[src/rtl/io_command_queue.sv]
// Command queue between the issue stage and the GPIO controller: a DEPTH-entry
// FIFO with its head driving REQ/ACK, plus a one-entry register for read-back responses.
module io_command_queue #(
   parameter int DEPTH          = 4,
   parameter int DATA_WIDTH     = 16,
   parameter int REG_ADDR_WIDTH = 4
) (
   input  logic                         clk,
   input  logic                         async_rst_n,
   input  logic                         clk_en,
   input  logic                         Flush,
   input  logic                         Cmd_Valid,
   output logic                         Cmd_Ready,
   input  logic                         Cmd_ResponseRequested,
   input  logic [REG_ADDR_WIDTH-1:0]    Cmd_DestReg,
   input  logic [DATA_WIDTH-1:0]        Cmd_Data,
   output logic                         Ctl_REQ,
   input  logic                         Ctl_ACK,
   output logic                         Ctl_CommandEn,
   output logic                         Ctl_ResponseRequested,
   output logic [REG_ADDR_WIDTH-1:0]    Ctl_DestReg,
   output logic [DATA_WIDTH-1:0]        Ctl_Data,
   input  logic                         Ctl_RegResponseFlag,
   input  logic [REG_ADDR_WIDTH-1:0]    Ctl_DestRegRet,
   input  logic [DATA_WIDTH-1:0]        Ctl_DataRet,
   output logic                         Rsp_Valid,
   input  logic                         Rsp_Ready,
   output logic [REG_ADDR_WIDTH-1:0]    Rsp_DestReg,
   output logic [DATA_WIDTH-1:0]        Rsp_Data,
   output logic [$clog2(DEPTH+1)-1:0]   Queue_Count
);

   localparam int PTR_W = $clog2(DEPTH);
   localparam int CNT_W = $clog2(DEPTH+1);

   // Handshakes: a transfer happens on a clk_en cycle where valid (or REQ) and
   // ready (or ACK) are both high; valid/REQ never depend on ready/ACK.

   logic [PTR_W-1:0]          r_wr_ptr;
   logic [PTR_W-1:0]          r_rd_ptr;
   logic [CNT_W-1:0]          r_count;
   logic                      r_mem_rr   [DEPTH];
   logic [REG_ADDR_WIDTH-1:0] r_mem_tag  [DEPTH];
   logic [DATA_WIDTH-1:0]     r_mem_data [DEPTH];

   logic                      r_rsp_valid;
   logic [REG_ADDR_WIDTH-1:0] r_rsp_tag;
   logic [DATA_WIDTH-1:0]     r_rsp_data;

   logic w_empty;
   logic w_full;
   logic w_head_rr;
   logic w_stall;
   logic w_req;
   logic w_push;
   logic w_pop;
   logic w_rsp_drain;

   assign w_empty   = (r_count == '0);
   assign w_full    = (r_count == CNT_W'(DEPTH));
   assign w_head_rr = !w_empty && r_mem_rr[r_rd_ptr];

   // Held conservatively for any response-requesting head, read or not.
   assign w_stall = w_head_rr && r_rsp_valid && !Rsp_Ready;
   assign w_req   = !w_empty && !w_stall && !Flush;

   assign Cmd_Ready     = !w_full && !Flush;
   assign Ctl_REQ       = w_req;
   assign Ctl_CommandEn = w_req;

   assign Ctl_ResponseRequested = w_head_rr;
   assign Ctl_DestReg           = w_empty ? '0 : r_mem_tag[r_rd_ptr];
   assign Ctl_Data              = w_empty ? '0 : r_mem_data[r_rd_ptr];

   assign w_push      = Cmd_Valid && Cmd_Ready && clk_en;
   assign w_pop       = w_req && Ctl_ACK && clk_en;
   assign w_rsp_drain = r_rsp_valid && Rsp_Ready && clk_en;

   assign Rsp_Valid   = r_rsp_valid;
   assign Rsp_DestReg = r_rsp_tag;
   assign Rsp_Data    = r_rsp_data;
   assign Queue_Count = r_count;

   // Storage needs no reset; the count gates every read of it.
   always_ff @(posedge clk) begin
      if (w_push) begin
         r_mem_rr[r_wr_ptr]   <= Cmd_ResponseRequested;
         r_mem_tag[r_wr_ptr]  <= Cmd_DestReg;
         r_mem_data[r_wr_ptr] <= Cmd_Data;
      end
   end

   always_ff @(posedge clk or negedge async_rst_n) begin
      if (!async_rst_n) begin
         r_wr_ptr <= '0;
         r_rd_ptr <= '0;
         r_count  <= '0;
      end else if (clk_en) begin
         if (Flush) begin
            r_wr_ptr <= '0;
            r_rd_ptr <= '0;
            r_count  <= '0;
         end else begin
            if (w_push) r_wr_ptr <= r_wr_ptr + 1'b1;
            if (w_pop)  r_rd_ptr <= r_rd_ptr + 1'b1;
            unique case ({w_push, w_pop})
               2'b10:   r_count <= r_count + CNT_W'(1);
               2'b01:   r_count <= r_count - CNT_W'(1);
               default: r_count <= r_count;
            endcase
         end
      end
   end

   // Capture wins over drain, so a same-cycle drain and capture keeps valid high.
   always_ff @(posedge clk or negedge async_rst_n) begin
      if (!async_rst_n) begin
         r_rsp_valid <= 1'b0;
         r_rsp_tag   <= '0;
         r_rsp_data  <= '0;
      end else if (w_pop && Ctl_RegResponseFlag) begin
         r_rsp_valid <= 1'b1;
         r_rsp_tag   <= Ctl_DestRegRet;
         r_rsp_data  <= Ctl_DataRet;
      end else if (w_rsp_drain) begin
         r_rsp_valid <= 1'b0;
      end
   end

endmodule

[config.mk]
export PLATFORM = sky130hd
export DESIGN_NAME = io_command_queue
export DESIGN_NICKNAME = d
export VERILOG_FILES = /design/src/rtl/io_command_queue.sv
export SDC_FILE = /design/constraint.sdc
export NUM_CORES = 1
export LEC_CHECK = 0
export BUFFER_PORTS_ARGS = -buffer_cell sky130_fd_sc_hd__buf_2
export CORE_AREA = 2 2 118 86
export CTS_CLUSTER_SIZE = 30
export DETAILED_ROUTE_END_ITERATION = 12
export DIE_AREA = 0 0 120 88
export GPL_ROUTABILITY_DRIVEN = 0
export HOLD_SLACK_MARGIN = 0.05
export PLACE_DENSITY = 0.75
export SYNTH_ARGS = -nofsm -noshare
export SYNTH_HDL_FRONTEND = slang
export SYNTH_SLANG_ARGS = --single-unit
[constraint.sdc]
create_clock -name clk -period 2.4 [get_ports clk]
set_input_delay 0.36 -clock clk [delete_from_list [all_inputs] [get_ports clk]]
set_output_delay 0.36 -clock clk [all_outputs]
set_load 0.005 [all_outputs]
## Word level (Yosys, flattened, before mapping)

Memories as Yosys holds them, arrays and structs flattened.
Index checks and enable logic that the tools add are counted.

- Add/sub/neg operators: 4
- Eq/ne operators: 3
- Mux-type cells: 12
- Reduce and logical (&&, ||, !) cells: 26

Operators with widths:

| operator | number |
|---|---|
| 16-bit 2-to-1 mux | 1 |
| 1-bit logical AND | 13 |
| 2-bit 2-to-1 mux | 4 |
| 3-bit case mux with 2 select lines | 1 |
| 2-bit AND reduction | 3 |
| 2-bit nonzero test | 3 |
| 1-bit zero test | 5 |
| 2-bit by 1-bit adder with 2-bit output, second input constant | 2 |
| 1-bit 2-to-1 mux | 4 |
| 4-bit 2-to-1 mux | 1 |
| 3-bit by 1-bit adder with 3-bit output, second input constant | 1 |
| 3-bit == test, second input constant | 1 |
| 3-bit zero test | 1 |
| 3-bit 2-to-1 mux | 1 |
| 3-bit nonzero test | 1 |
| 3-bit by 1-bit subtractor with 3-bit output, second input constant | 1 |
| 2-bit by 1-bit == test with 1-bit output, second input constant | 1 |
| 2-bit == test, second input constant | 1 |

- Bits in registers: 28
- Memory bits (writable): 84
- Input port bits: 49
- Output and inout bits: 48
- Word-level logic and storage cells: 54
- Memories: 3

Memory list:

| memory | words | width | rd ports | clocked after memory_dff | wr ports | line | RTL |
|---|---|---|---|---|---|---|---|
| r_mem_data | 4 | 16 | 1 | 0 | 1 | 44 | `logic [DATA_WIDTH-1:0] r_mem_data [DEPTH];` |
| r_mem_tag | 4 | 4 | 1 | 0 | 1 | 43 | `logic [REG_ADDR_WIDTH-1:0] r_mem_tag [DEPTH];` |
| r_mem_rr | 4 | 1 | 1 | 0 | 1 | 42 | `logic r_mem_rr [DEPTH];` |

## Depth between registers and ports, before layout

- Depth after elaboration: 13
- Depth in mapped cells: 8

## Worst setup path after synthesis

Ideal clock, no wire load.

- Kind: register to register
- Start point: register r_count[2], in the netlist Queue_Count[2]
- End point: register r_count[2], in the netlist Queue_Count[2]
- Library setup time: 0.101 ns
- Data arrival time: 2.456 ns
- Slack: -0.157 ns
- Cell stages (with the launch flop): 9
- Path buffers: 1
- Path through: dfrtp_1 nor3b_1 nor3b_1 clkbuf_1 nor3_1 fa_1 or4_4 and2_1 o311ai_2

- Cells in the longest elaborated chain, start to end: 13

RTL lines:

| item | line | RTL |
|---|---|---|
| start, declared | 41 | `logic [CNT_W-1:0] r_count;` |
| start signal, assigned | 107 | `2'b10: r_count <= r_count + CNT_W'(1);` |
| start signal, assigned | 108 | `2'b01: r_count <= r_count - CNT_W'(1);` |
| start signal, assigned | 109 | `default: r_count <= r_count;` |
| 3-bit zero test | 59 | `assign w_empty = (r_count == '0);` |
| 1-bit zero test | 61, 65 |  |
| 1-bit logical AND | 61 | `assign w_head_rr = !w_empty && r_mem_rr[r_rd_ptr];` |
| 1-bit logical AND (2 in series) | 64 | `assign w_stall = w_head_rr && r_rsp_valid && !Rsp_Ready;` |
| 1-bit zero test | 65 | `assign w_req = !w_empty && !w_stall && !Flush;` |
| 1-bit logical AND (2 in series) | 65 |  |
| 1-bit logical AND (2 in series) | 76 | `assign w_pop = w_req && Ctl_ACK && clk_en;` |
| 2-bit by 1-bit == test with 1-bit output or 2-bit == test (tied branches) | 106 | `unique case ({w_push, w_pop})` |
| 3-bit case mux with 2 select lines or 3-bit nonzero test (tied branches) | n/a |  |
| 3-bit 2-to-1 mux or 2-bit AND reduction (tied branches) | n/a |  |

Several ways; a longest one is shown, not always the timed one.
A chain may end at the register's enable or synchronous reset.

## Worst setup path in the final report

- Start point: register r_rd_ptr[0]
- End point: register r_count[2], in the netlist Queue_Count[2]

- Cells in the longest elaborated chain, start to end: 12

RTL lines:

| item | line | RTL |
|---|---|---|
| start, declared | 40 | `logic [PTR_W-1:0] r_rd_ptr;` |
| start signal, assigned | 105 | `if (w_pop) r_rd_ptr <= r_rd_ptr + 1'b1;` |
| memory 4 x 1 bit (*) | n/a |  |
| 1-bit logical AND (*) | 61 |  |
| 1-bit logical AND (*) (2 in series) | 64 |  |
| 1-bit zero test (*) | 65 |  |
| 1-bit logical AND (*) (2 in series) | 65 |  |
| 1-bit logical AND (*) (2 in series) | 76 |  |
| 2-bit by 1-bit == test with 1-bit output or 2-bit == test (tied branches) | 106 |  |
| 3-bit case mux with 2 select lines or 3-bit nonzero test (tied branches) | n/a |  |
| 3-bit 2-to-1 mux or 2-bit AND reduction (tied branches) | n/a |  |

Every way passes the cells marked *; elsewhere a longest branch is shown, timed or not.

==> reports/qor.yml <==
path_class: "flop to flop"
final_core_util_pct: 59.0
ys_seq_area_share_pct: 71.3
switching_share_pct: 27.7
antenna_found_initial: 0
routedWlPerCell_um: 16.7
cts.reportedPaths.clkPinSlew_ns: 0.07
async_reset_ff_share_pct: 25.0
min_period_ns: 2.28
grt_use_total_pct: 16.0
grt_pass1_vias: 2446
p_clk_share_pct: 24.2
critical_path.startpoint: "r_rd_ptr[0]$_DFFE_PN0P_"
total_power_w: 0.00560
peakVddDrop_mv: 0.572
final_nets: 408
end_kind: "flop"
hold_path_class: "input port to flop"
leakagePower_nw: 2.18
max-slew-margin-rel_pct: 57.1
combPwrFrac_pct: 30.9
dieWidth_um: 120
postRouteAntennaNets: 0
vias: 2448
drv_cap: 0
dp_slack_ns: 0.0792
synthFlopType: "edfxtp_1"
p_switching_w: 0.00155
drc: 0
arrival_ns: 2.53
fmax_mhz: 439
overflow: 0
final_cell_area_mm2: 0.00555
area_delta_synth_final_pct: 22.8
synth_cell_types: 39
cts_tree: "done"
pwr-share-seq_pct: 44.9
grt_pass1_wl_um: 12500
finalHoldViolations: 0
dr.pass1.iters: 4
rrSetupSlack_ns: 0.12
die_h_um: 88
clock_latency_ns: 0.34
outcome: "complete, no violations"
fin_crit_sh_pct: 95.0
powerDensity_mw_per_mm2: 1010
syn_inst: 241
drt_iter0_drc: 150
synth-seq-cells: 112
cts_buffer_depth: 2
r2r-start: "r_rd_ptr[0]$_DFFE_PN0P_"
crit_end: "Queue_Count[2]$_DFFE_PN0P_"
avgViaCountPerCell: 5.03
pin_count: 97
num_rows: 30
placed_area_mm2: 0.00527
path_max_fanout: 3
clock-root-buffer: "clkbuf_16"
rsz0062_at_grt: "false"
syn_area_per_cell_um2: 18.8
syn-num-nets: 295
drive_above_1_share_pct: 50.4
diodes: 0
startpoint_type: "flop"
cts_buffers: 9
syn_area_mm2: 0.00452
fin_ws_ns: 0.120
fin_skew_ns: 0.00546
wirelength_um: 8160
synth_enable_flop_cells: 84
core_mm2: 0.00942
synth_warnings: 0
initial_core_util_pct: 48.0
tightest_slew_ns: 0.644
slew_violations: 0
setup_viol: 0
numPortBuffers: 96
cts.sinks: 112
grt_max_degree: 29
setup-tns-final_ns: 0
die_area_mm2: 0.0106
crit_required_ns: 2.65
htree_levels: 3
r2r_end: "Queue_Count[2]$_DFFE_PN0P_"
reg2regPathDepth: 7
p_int_w: 0.00405
cts_setup_buffers: 0
hpwl_um: 5470
-- per-layer routing --
layer  vias to the layer above  wire length, um  track usage (%)
met4                         0               95             5.13
met5                         -                0                0
met1                      1223             3580             20.2
met3                         7              428             5.34
met2                        56             4050             26.8
li1                       1162                -                -
-- power groups by stage --
stage,clock network [W],logic (W),registers (W)
6_report,0.00136,0.00173,0.00252
5_1_grt,0.00146,0.00191,0.00255
3_5_place_dp,0,0.00177,0.00256
2_1_floorplan,0,0.00103,0.00255
4_1_cts,0.00139,0.00178,0.00252
3_3_place_gp,0,0.00174,0.00253
-- worst max-delay path: stages, from the launching register on --
cell and delay, ns:
dfrtp_2 0.43, nor3b_2 0.26, o2bb2ai_4 0.15, nor3_1 0.09, fa_2 0.35, or4_4 0.54
and2_1 0.18, o311ai_2 0.20
-- cell usage after synthesis (2+ instances only) --
master / n / area, um^2
mux4_2: 20 / 450
and3_1: 4 / 25.0
o21ai_0: 2 / 10.0
nor3_1: 4 / 20.0
nor2_1: 3 / 11.3
mux2_2: 21 / 236
nand2_1: 7 / 26.3
ha_1: 4 / 50.1
inv_1: 3 / 11.3
dfrtp_1: 28 / 701
clkbuf_1: 7 / 26.3
buf_2: 5 / 25.0
edfxtp_1: 84 / 2520
nor3b_1: 3 / 22.5
nor2b_1: 21 / 131
mux2i_1: 2 / 20.0
-- layout make-up --
| type | count | area, um^2 |
|---|---|---|
| Tap cell | 128 | 160 |
| Clock inverter | 3 | 18.8 |
| Timing Repair Buffer | 116 | 637 |
| Multi-Input combinational cell | 112 | 1250 |
| Inverter | 3 | 11.3 |
| Sequential cell | 112 | 3230 |
| Clock buffer | 13 | 250 |
| Fill cell | 743 | 3870 |
-- repair_timing --
item / 4_1_cts / 5_1_grt
resized for setup: 1 / 1
cloned: 0 / 0
hold buffers: 1 / 0
setup endpoints to repair: 1 / 1
endpoints found under the hold margin: 10 / 0
pin swaps: 0 / 0
-- kinds of logic (layout without fill, tap and decap cells) --
logic type,Yosys count,after routing,synth area share (%)
adders and majority gates,5,5,1.55
AOI/OAI and AO/OA,14,14,2.91
DFF,112,112,71.3
buffers and inverters,17,135,1.80
and+or+nand+nor,49,49,6.50
muxes,44,44,16.0
-- metrics by stage --
stage | instances | hold slack [ns]
floorplan | 241 | 0.0644
global placement | 470 | 0.402
detailed placement | 470 | 0.419
CTS | 487 | 0.221
global route | 487 | 0.223
finish | 487 | 0.232
-- cells in the final DEF, fill, tap and decap left out, types with 2 or more instances in the layout --
cell type / instances
and3_1: 4
buf_2: 96
buf_4: 18
clkbuf_1: 3
clkbuf_16: 9
clkinv_2: 2
dfrtp_1: 26
dfrtp_2: 2
edfxtp_1: 84
ha_1: 4
inv_1: 3
mux2_2: 21
mux2i_1: 2
mux4_2: 20
nand2_1: 7
nor2_1: 3
nor2b_1: 21
nor3_1: 2
nor3b_2: 3
o21ai_0: 2
-- sequential cells by signal, summed over array words and instances, names as in the netlist --
register and cells:
r_wr_ptr 2, Queue_Count 3, Rsp_DestReg 4, r_mem_rr 4, r_mem_data 64, Rsp_Valid 1
r_rd_ptr 2, Rsp_Data 16, r_mem_tag 16
-- worst min path at each step --
stage	from	endpoint	slack, ns	cells after the start
final	Cmd_Data[9]	r_mem_data[0][9]$_DFFE_PP_	0.23	1
after global routing	Cmd_Data[3]	r_mem_data[0][3]$_DFFE_PP_	0.22	1
after CTS	Cmd_Data[9]	r_mem_data[3][9]$_DFFE_PP_	0.22	1
after detailed placement	async_rst_n	Rsp_Data[8]$_DFFE_PN0P_	0.42	1
after global placement	async_rst_n	Rsp_Data[4]$_DFFE_PN0P_	0.40	1
after floorplan	async_rst_n	Queue_Count[0]$_DFFE_PN0P_	0.06	0
Note: power is estimated with default switching activity, not from simulation.
